`src/rtl/muldiv_unit.sv`:
```
// Radix-2 iterative multiply/divide unit covering the RV32M/RV64M operation set.
// Optional macro MULDIV_FAST_MUL_EN: single-cycle combinational multiplies; divides stay iterative.
module muldiv_unit #(
  parameter int XLEN  = 32,
  parameter int CNT_W = $clog2(XLEN) + 1
) (
  input  logic            clock,
  input  logic            reset,
  input  logic            start,
  input  logic [2:0]      op,
  input  logic [XLEN-1:0] rs1_data,
  input  logic [XLEN-1:0] rs2_data,
  input  logic            flush,
  output logic            busy,
  output logic            stall,
  output logic            done,
  output logic [XLEN-1:0] result
);

  typedef enum logic [1:0] {S_IDLE, S_BUSY, S_DONE} state_t;

  state_t            state_q, state_d;
  logic [CNT_W-1:0]  cnt_q, cnt_d;
  logic [XLEN-1:0]   acc_q, acc_d;     // product high half / partial remainder
  logic [XLEN-1:0]   lo_q, lo_d;       // multiplier / dividend shifting into quotient
  logic [XLEN-1:0]   b_q, b_d;         // multiplicand / divisor magnitude
  logic [2:0]        op_q, op_d;
  logic              neg_q, neg_d;
  logic [XLEN-1:0]   result_q, result_d;

  logic              is_div, a_signed, b_signed, a_neg, b_neg;
  logic [XLEN-1:0]   a_mag, b_mag, special_res;
  logic              div_zero, div_ovf, accept;
  logic [XLEN:0]     mul_sum, div_shift, div_diff;
  logic [XLEN-1:0]   step_acc, step_lo, div_pick;
  logic [2*XLEN-1:0] product, fix_prod;
  logic [XLEN-1:0]   iter_res;
`ifdef MULDIV_FAST_MUL_EN
  logic [2*XLEN-1:0] fast_a, fast_b, fast_prod;
`endif

  // Operand decode at accept: signedness, magnitudes and the bypass cases.
  always_comb begin
    is_div   = op[2];
    a_signed = is_div ? ~op[0] : (op[1:0] != 2'b11);
    b_signed = is_div ? ~op[0] : ~op[1];
    a_neg    = a_signed & rs1_data[XLEN-1];
    b_neg    = b_signed & rs2_data[XLEN-1];
    a_mag    = a_neg ? -rs1_data : rs1_data;
    b_mag    = b_neg ? -rs2_data : rs2_data;
    div_zero = is_div & (rs2_data == '0);
    div_ovf  = is_div & ~op[0] & (rs1_data == {1'b1, {(XLEN-1){1'b0}}}) & (&rs2_data);
    if (div_zero) special_res = op[1] ? rs1_data : '1;
    else          special_res = op[1] ? '0 : rs1_data;
    accept   = start & ~flush & (state_q != S_BUSY);
`ifdef MULDIV_FAST_MUL_EN
    fast_a    = {{XLEN{a_neg}}, rs1_data};
    fast_b    = {{XLEN{b_neg}}, rs2_data};
    fast_prod = fast_a * fast_b;
`endif
  end

  // One radix-2 step plus the sign fix-up applied to the final step's outcome.
  always_comb begin
    mul_sum   = {1'b0, acc_q} + (lo_q[0] ? {1'b0, b_q} : '0);
    div_shift = {acc_q, lo_q[XLEN-1]};
    div_diff  = div_shift - {1'b0, b_q};
    if (op_q[2]) begin
      step_acc = div_diff[XLEN] ? div_shift[XLEN-1:0] : div_diff[XLEN-1:0];
      step_lo  = {lo_q[XLEN-2:0], ~div_diff[XLEN]};
    end else begin
      step_acc = mul_sum[XLEN:1];
      step_lo  = {mul_sum[0], lo_q[XLEN-1:1]};
    end
    product  = {step_acc, step_lo};
    fix_prod = neg_q ? -product : product;
    div_pick = op_q[1] ? step_acc : step_lo;
    if (op_q[2])              iter_res = neg_q ? -div_pick : div_pick;
    else if (op_q[1:0] == '0) iter_res = fix_prod[XLEN-1:0];
    else                      iter_res = fix_prod[2*XLEN-1:XLEN];
  end

  // NOTE: every next-state signal takes its hold value first so no path leaves one unassigned (no latches).
  always_comb begin
    state_d  = state_q;
    cnt_d    = cnt_q;
    acc_d    = acc_q;
    lo_d     = lo_q;
    b_d      = b_q;
    op_d     = op_q;
    neg_d    = neg_q;
    result_d = result_q;
    case (state_q)
      S_BUSY: begin
        acc_d = step_acc;
        lo_d  = step_lo;
        cnt_d = cnt_q - CNT_W'(1);
        if (cnt_q == CNT_W'(1)) begin
          result_d = iter_res;
          state_d  = S_DONE;
        end
      end
      default: begin
        state_d = S_IDLE;
        if (accept) begin
          op_d  = op;
          acc_d = '0;
          lo_d  = a_mag;
          b_d   = b_mag;
          neg_d = (is_div & op[1]) ? a_neg : (a_neg ^ b_neg);
          cnt_d = CNT_W'(XLEN);
          if (div_zero | div_ovf) begin
            result_d = special_res;
            state_d  = S_DONE;
          end else begin
`ifdef MULDIV_FAST_MUL_EN
            if (!is_div) begin
              result_d = (op[1:0] == '0) ? fast_prod[XLEN-1:0] : fast_prod[2*XLEN-1:XLEN];
              state_d  = S_DONE;
            end else begin
              state_d  = S_BUSY;
            end
`else
            state_d = S_BUSY;
`endif
          end
        end
      end
    endcase
    if (flush) begin
      state_d  = S_IDLE;
      result_d = result_q;
    end
  end

  // NOTE: sequential state uses non-blocking assignments so every flop samples pre-edge values.
  always_ff @(posedge clock or posedge reset) begin
    if (reset) begin
      state_q  <= S_IDLE;
      cnt_q    <= '0;
      acc_q    <= '0;
      lo_q     <= '0;
      b_q      <= '0;
      op_q     <= '0;
      neg_q    <= 1'b0;
      result_q <= '0;
    end else begin
      state_q  <= state_d;
      cnt_q    <= cnt_d;
      acc_q    <= acc_d;
      lo_q     <= lo_d;
      b_q      <= b_d;
      op_q     <= op_d;
      neg_q    <= neg_d;
      result_q <= result_d;
    end
  end

  assign busy   = (state_q == S_BUSY);
  assign stall  = ((state_q == S_IDLE) & start) | (state_q == S_BUSY);
  assign done   = (state_q == S_DONE) & ~flush;
  assign result = result_q;

endmodule

```
`config.mk`:
```
export PLATFORM = sky130hd
export DESIGN_NAME = muldiv_unit
export DESIGN_NICKNAME = d
export VERILOG_FILES = /design/src/rtl/muldiv_unit.sv
export SDC_FILE = /design/constraint.sdc
export NUM_CORES = 1
export LEC_CHECK = 0
export ABC_AREA = 1
export BUFFER_PORTS_ARGS = -buffer_cell sky130_fd_sc_hd__buf_2
export CAP_MARGIN = 25
export CORE_ASPECT_RATIO = 1.5
export CORE_MARGIN = 2
export CORE_UTILIZATION = 45
export CTS_BUF_LIST = sky130_fd_sc_hd__clkbuf_16
export DETAILED_ROUTE_END_ITERATION = 12
export GPL_ROUTABILITY_DRIVEN = 1
export PLACE_DENSITY = 0.67
export REMOVE_ABC_BUFFERS = 1
export SYNTH_ARGS = -nofsm -noshare
export SYNTH_HDL_FRONTEND = slang
export SYNTH_SLANG_ARGS = --single-unit
```
`constraint.sdc`:
```
create_clock -name clock -period 8 [get_ports clock]
set_clock_uncertainty 0.05 [all_clocks]
set_input_delay 0.8 -clock clock [delete_from_list [all_inputs] [get_ports clock]]
set_output_delay 0.8 -clock clock [all_outputs]
set_load 0.005 [all_outputs]
```
# After elaboration in Yosys (flattened, before gate mapping)
# Cells that the tools add are included.
[op_classes] shift=0 n_reduce_logical=8 div_mod_pow=0 magnitude_cmp=0 multipliers=0 eq_ne=8 n_bitwise=19 mux=32 add_sub_neg=7
[ops] operator="32-bit two-way mux" count=21
[ops] operator="32-bit negation" count=3
[ops] operator="64-bit two-way mux" count=1
[ops] operator="64-bit negation" count=1
[ops] operator="32-bit by 32-bit adder with 33-bit output" count=1
[ops] operator="33-bit by 32-bit subtractor with 33-bit output" count=1
[ops] operator="32-bit == test (second input constant)" count=1
[ops] operator="32-bit logical NOT" count=1
[ops] operator="32-bit AND reduction" count=1
[ops] operator="6-bit two-way mux" count=2
[ops] operator="1-bit AND" count=11
[ops] operator="2-bit two-way mux" count=5
[ops] operator="6-bit by 1-bit == test with 1-bit output (second input constant)" count=1
[ops] operator="6-bit by 1-bit subtractor with 6-bit output (second input constant)" count=1
[ops] operator="1-bit NOT" count=5
[ops] operator="2-bit logical NOT" count=2
[ops] operator="2-bit by 1-bit != test with 1-bit output (second input constant)" count=2
[ops] operator="4-bit AND reduction" count=1
[ops] operator="2-bit nonzero test" count=2
[ops] operator="1-bit two-way mux" count=3
[ops] operator="3-bit by 2-bit != test with 1-bit output (second input constant)" count=1
[ops] operator="2-bit by 1-bit == test with 1-bit output (second input constant)" count=1
[ops] operator="2-bit == test (second input constant)" count=1
[ops] operator="2-bit != test (second input constant)" count=1
[ops] operator="3 further kinds" count=4
[word_totals] ramBits=0 register_bits=140 rom_bits=0 latchBits=0 inputBits=71 wordCells=82 out_inout_bits=35 n_memories=0

# Depth between registers and ports, before layout
[depth] depth_word=9 mapped_depth=35

# Worst setup path after synthesis
# OpenSTA, ideal clock, no wires.
[synth_timing] path_kind="reg-to-reg" from="register lo_q[31]" to="register result_q[24] (netlist: result[24])" required_ns=7.833 setup_slack_ns=3.917 arrival_time_ns=3.916 path_stages_with_launch=34 synth_period_minus_slack_ns=4.083 setup_ns=0.117 n_path_buf=0 cell_sequence="dfrtp_1 > inv_1 > ha_1 > inv_1 > fa_1 > nand2_1 > nand2_1 > nand3_1 > nand2_2 > nand2_2 > nand2_2 > nand2_4 > nand3_2 > nand3_2 > nand2_4 > inv_2 > ha_1 > inv_1 > nor3_2 > nand4_4 > nor2_4 > nand4_2 > nor2_2 > nand4_1 > nor2_2 > nand3_2 > o21bai_4 > nand3_1 > nand3_1 > nand2_1 > nand2_1 > nand3_1 > nand2_1 > nand2_1"
[synth_between] elab_chain_cells=9 elab_cells_between_ends=14 cone_classes="3 x add/sub; 10 x mux; 1 x bitwise"
[synth_rtl] item="start, declared" line="25" source="logic [XLEN-1:0] lo_q, lo_d;"
[synth_rtl] item="start signal, assigned" line="151" source="lo_q <= lo_d;"
[synth_rtl] item="33-bit by 32-bit subtractor with 33-bit output" line="67" source="div_diff = div_shift - {1'b0, b_q};"
[synth_rtl] item="32-bit two-way mux / 1-bit NOT (equally long branches)" line="69, 70"
[synth_rtl] item="32-bit two-way mux" line="68" source="if (op_q[2]) begin"
[synth_rtl] item="64-bit negation / 32-bit two-way mux (equally long branches)" line="76, 77"
[synth_rtl] item="64-bit two-way mux / 32-bit negation (equally long branches)" line="76, 78"
[synth_rtl] item="32-bit two-way mux, on equally long branches" line="79, 78"
[synth_rtl] item="32-bit two-way mux *" line="78" source="if (op_q[2]) iter_res = neg_q ? -div_pick : div_pick;"
[synth_rtl] item="32-bit two-way mux *" line="98" source="if (cnt_q == CNT_W'(1)) begin"
[synth_rtl] item="32-bit two-way mux *" line="93" source="case (state_q)"
[synth_rtl] item="end signal, assigned" line="155" source="result_q <= result_d;"
[synth_rtl] item="end, declared" line="29" source="logic [XLEN-1:0] result_q, result_d;"
# Every way passes the cells marked *; elsewhere a longest branch is shown, timed or not. The select of a mux whose other input is x is not followed.
# A chain may end at the register's enable or synchronous reset.

# Final worst setup path
# Same ends and word-level chain as after synthesis.

==> results.py <==
metrics = {
    "floorplanning": {
        "core_area_um2": 40090,
        "initial_core_util_pct": 45.43,
        "die_y_um": 250.4,
        "dieArea_um2": 42130,
        "fp.dieW_um": 168.3,
        "floorplan.io_pins": 106,
        "num_rows": 90,
    },
    "synthesis": {
        "synth_top_area_share_pct": 20.55,
        "synth-seq-cells": 140,
        "synth.distinct_cells": 58,
        "synth_top_area_cell": "nand2_1",
        "ys_warn_count": 0,
        "netlist_instances": 3177,
        "synth_flop_cell": "dfrtp_1",
        "postSynth.asyncResetShare_pct": 100.0,
        "syn_avg_cell_area_um2": 5.732,
        "synth-edff-count": 0,
        "syn_area_um2": 18210,
        "synth_area_leaders": "nand2_1 21%, dfrtp_1 19%, inv_1 8.8%, nand3_1 8.2%, nor2_1 5.9%",
        "ys_seq_area_share_pct": 19.24,
    },
    "cells_and_area": {
        "drive_gt1_share_pct": 9.630,
        "n_antenna_cell": 0,
        "final_common_cell": "nand2_1",
        "finish.utilization_pct": 49.00,
        "layout_common_cells": "997 x nand2_1, 426 x inv_1, 297 x nand3_1",
        "fin_nets": 3350,
        "stdcell_count": 3725,
        "stdcell_area_um2": 19640,
        "nFillCells": 4387,
        "syn_to_final_growth_pct": 7.866,
    },
    "routing": {
        "vias": 21520,
        "post_drt_wl_per_cell_um": 21.49,
        "drt_first_pass_iters": 6,
        "route.antenna.remaining_nets": 0,
        "route.detailed.drc": 0,
        "drt-initial-drc-count": 1615,
        "drt-vias-per-instance": 5.778,
        "wl_mm": 80.05,
    },
    "placement": {
        "place_hpwl_mm": 62.59,
        "placed_cells": 3692,
        "pre_cts_ws_ns": 2.519,
        "place.gp.congestion": 1.020,
        "portBuffers": 105,
        "dpl_cell_area_um2": 19020,
    },
    "timing": {
        "worst_slew_pin_slew_ns": 1.113,
        "slew_headroom_pct": 25.26,
        "hold_ws_ns": 0.4041,
        "setup_viol": 0,
        "rsz0062_at_grt": "false",
        "slew_viol_final": 0,
        "postLayoutSetupSlackWorst_ns": 2.405,
        "clock.fmax_ghz": 0.1787,
        "layout_min_cycle_time_ns": 5.595,
        "fin_setup_tns_ns": 0,
        "finalHoldViolCount": 0,
        "layout_worst_path_cycle_share_pct": 69.94,
    },
    "setup_path": {
        "max_stage_delay_ns": 0.50,
        "path_class": "flop to flop",
        "cp-start-kind": "flop",
        "end_kind": "flop",
        "cp_slowest_cell": "dfrtp_1",
        "critPathRequiredTime_ns": 8.32,
        "worstPathArrival_ns": 5.91,
        "path_common_cell": "nand2_1",
        "crit_fanout": 12,
    },
    "hold_path": {
        "worstHoldPathType": "input port to async pin",
    },
    "grt": {
        "grt_pass1_wl_mm": 120.0,
        "antenna_found_initial": 0,
        "grt_use_total_pct": 37.53,
        "gr-total-overflow": 0,
        "grt_pass1_vias": 20500,
        "grt_start_max_net_pins": 78,
    },
    "run_status": {
        "status": "finished clean",
    },
    "cts": {
        "cts_hold_buf": 0,
        "cts_buffer_depth": 2,
        "post-cts-setup-buffer-count": 0,
        "clk_latency_ns": 0.48,
        "htreeDepth": 4,
        "tritoncts": "done",
        "cts_resized": 0,
        "numCtsBuffers": 17,
        "clock_sinks": 140,
        "cts_root_buf": "clkbuf_16",
        "path_clk_slew_ns": 0.07,
    },
    "flow_run": {
        "cap_violations": 0,
    },
    "power_and_ir_drop": {
        "total_leakage_power_nw": 10.31,
        "total_power_mw": 8.219,
        "ir_drop_mv": 0.1811,
        "power_density_nw_per_um2": 418.4,
    },
}
cell usage after synthesis (all sizes together), types with 10 or more instances:
library cell,n
o21bai,21
nor2,313
inv,439
buf,46
nor3,55
dfrtp,140
ha,71
xnor2,10
o22ai,28
a21oi,158
nor4,11
o21ai,218
xor2,60
a31oi,31
or2,11
nand3b,21
nand4,40
clkbuf,72
nand3,317
o221ai,32
nand2,1043
worst max-delay path: cells and delay by family (launching register included):
family          cells  cell delay (ns)
buf+inv             4             0.41
flops               1             0.50
compound gates      1             0.26
fa+ha+maj           3             0.74
simple gates       25             3.50
report_power, final:
group          internal [mW]  switching [mW]  leakage, nW
registers              0.982           0.269         1.74
clock network          0.495           0.389        0.287
logic                   1.77            4.31         8.29
total                   3.25            4.97         10.3
final timing paths:
path,start,cells after the start,to,slack (ns)
worst min-delay path,reset,2,state_q[0],0.40
worst max-delay path,lo_q[31],33,result[24],2.40
worst max register to register,lo_q[31],33,result[24],2.40
min in group clock,result[1],2,result[1],0.43
worst min register to register,result[1],2,result[1],0.43
max in group asynchronous,reset,3,op_q[2],5.97
flip-flops by register name (all words and copies together) (netlist names):
register and flops:
state_q 2, b_q 32, lo_q 32, op_q 3
result 32, neg_q 1, acc_q 32, cnt_q 6
cell families (layout without fill, tap and decap cells):
kind of cell / Yosys count / count (layout) / share of synthesized area [%]
AND/OR/NAND/NOR: 1818 / 1818 / 43.90
XOR/XNOR: 70 / 70 / 3.366
AO/OA/AOI/OAI: 515 / 515 / 16.28
adder cells (fa/ha/maj): 73 / 73 / 5.098
flip-flops: 140 / 140 / 19.24
buffers and inverters: 561 / 603 / 12.12
final cells by class:
cell class	count	area (µm²)	area share [%]
multi-input cells	2476	12520	63.76
repair buffers	128	698.2	3.554
flip-flops and latches	140	3508	17.86
clock inverters	15	186.4	0.9490
inverters	443	1668	8.490
well taps	506	633.1	3.223
clock buffers	17	425.4	2.166
metal layers:
metal  routed length [µm]  part of all wire [%]  track usage, %
met1                30220                    38           42.27
met5                    0                     0               0
met3                 4344                   5.4           4.424
met4                 6180                   7.7           25.34
met2                39300                    49           66.09
(Power assumes the default switching activity.)
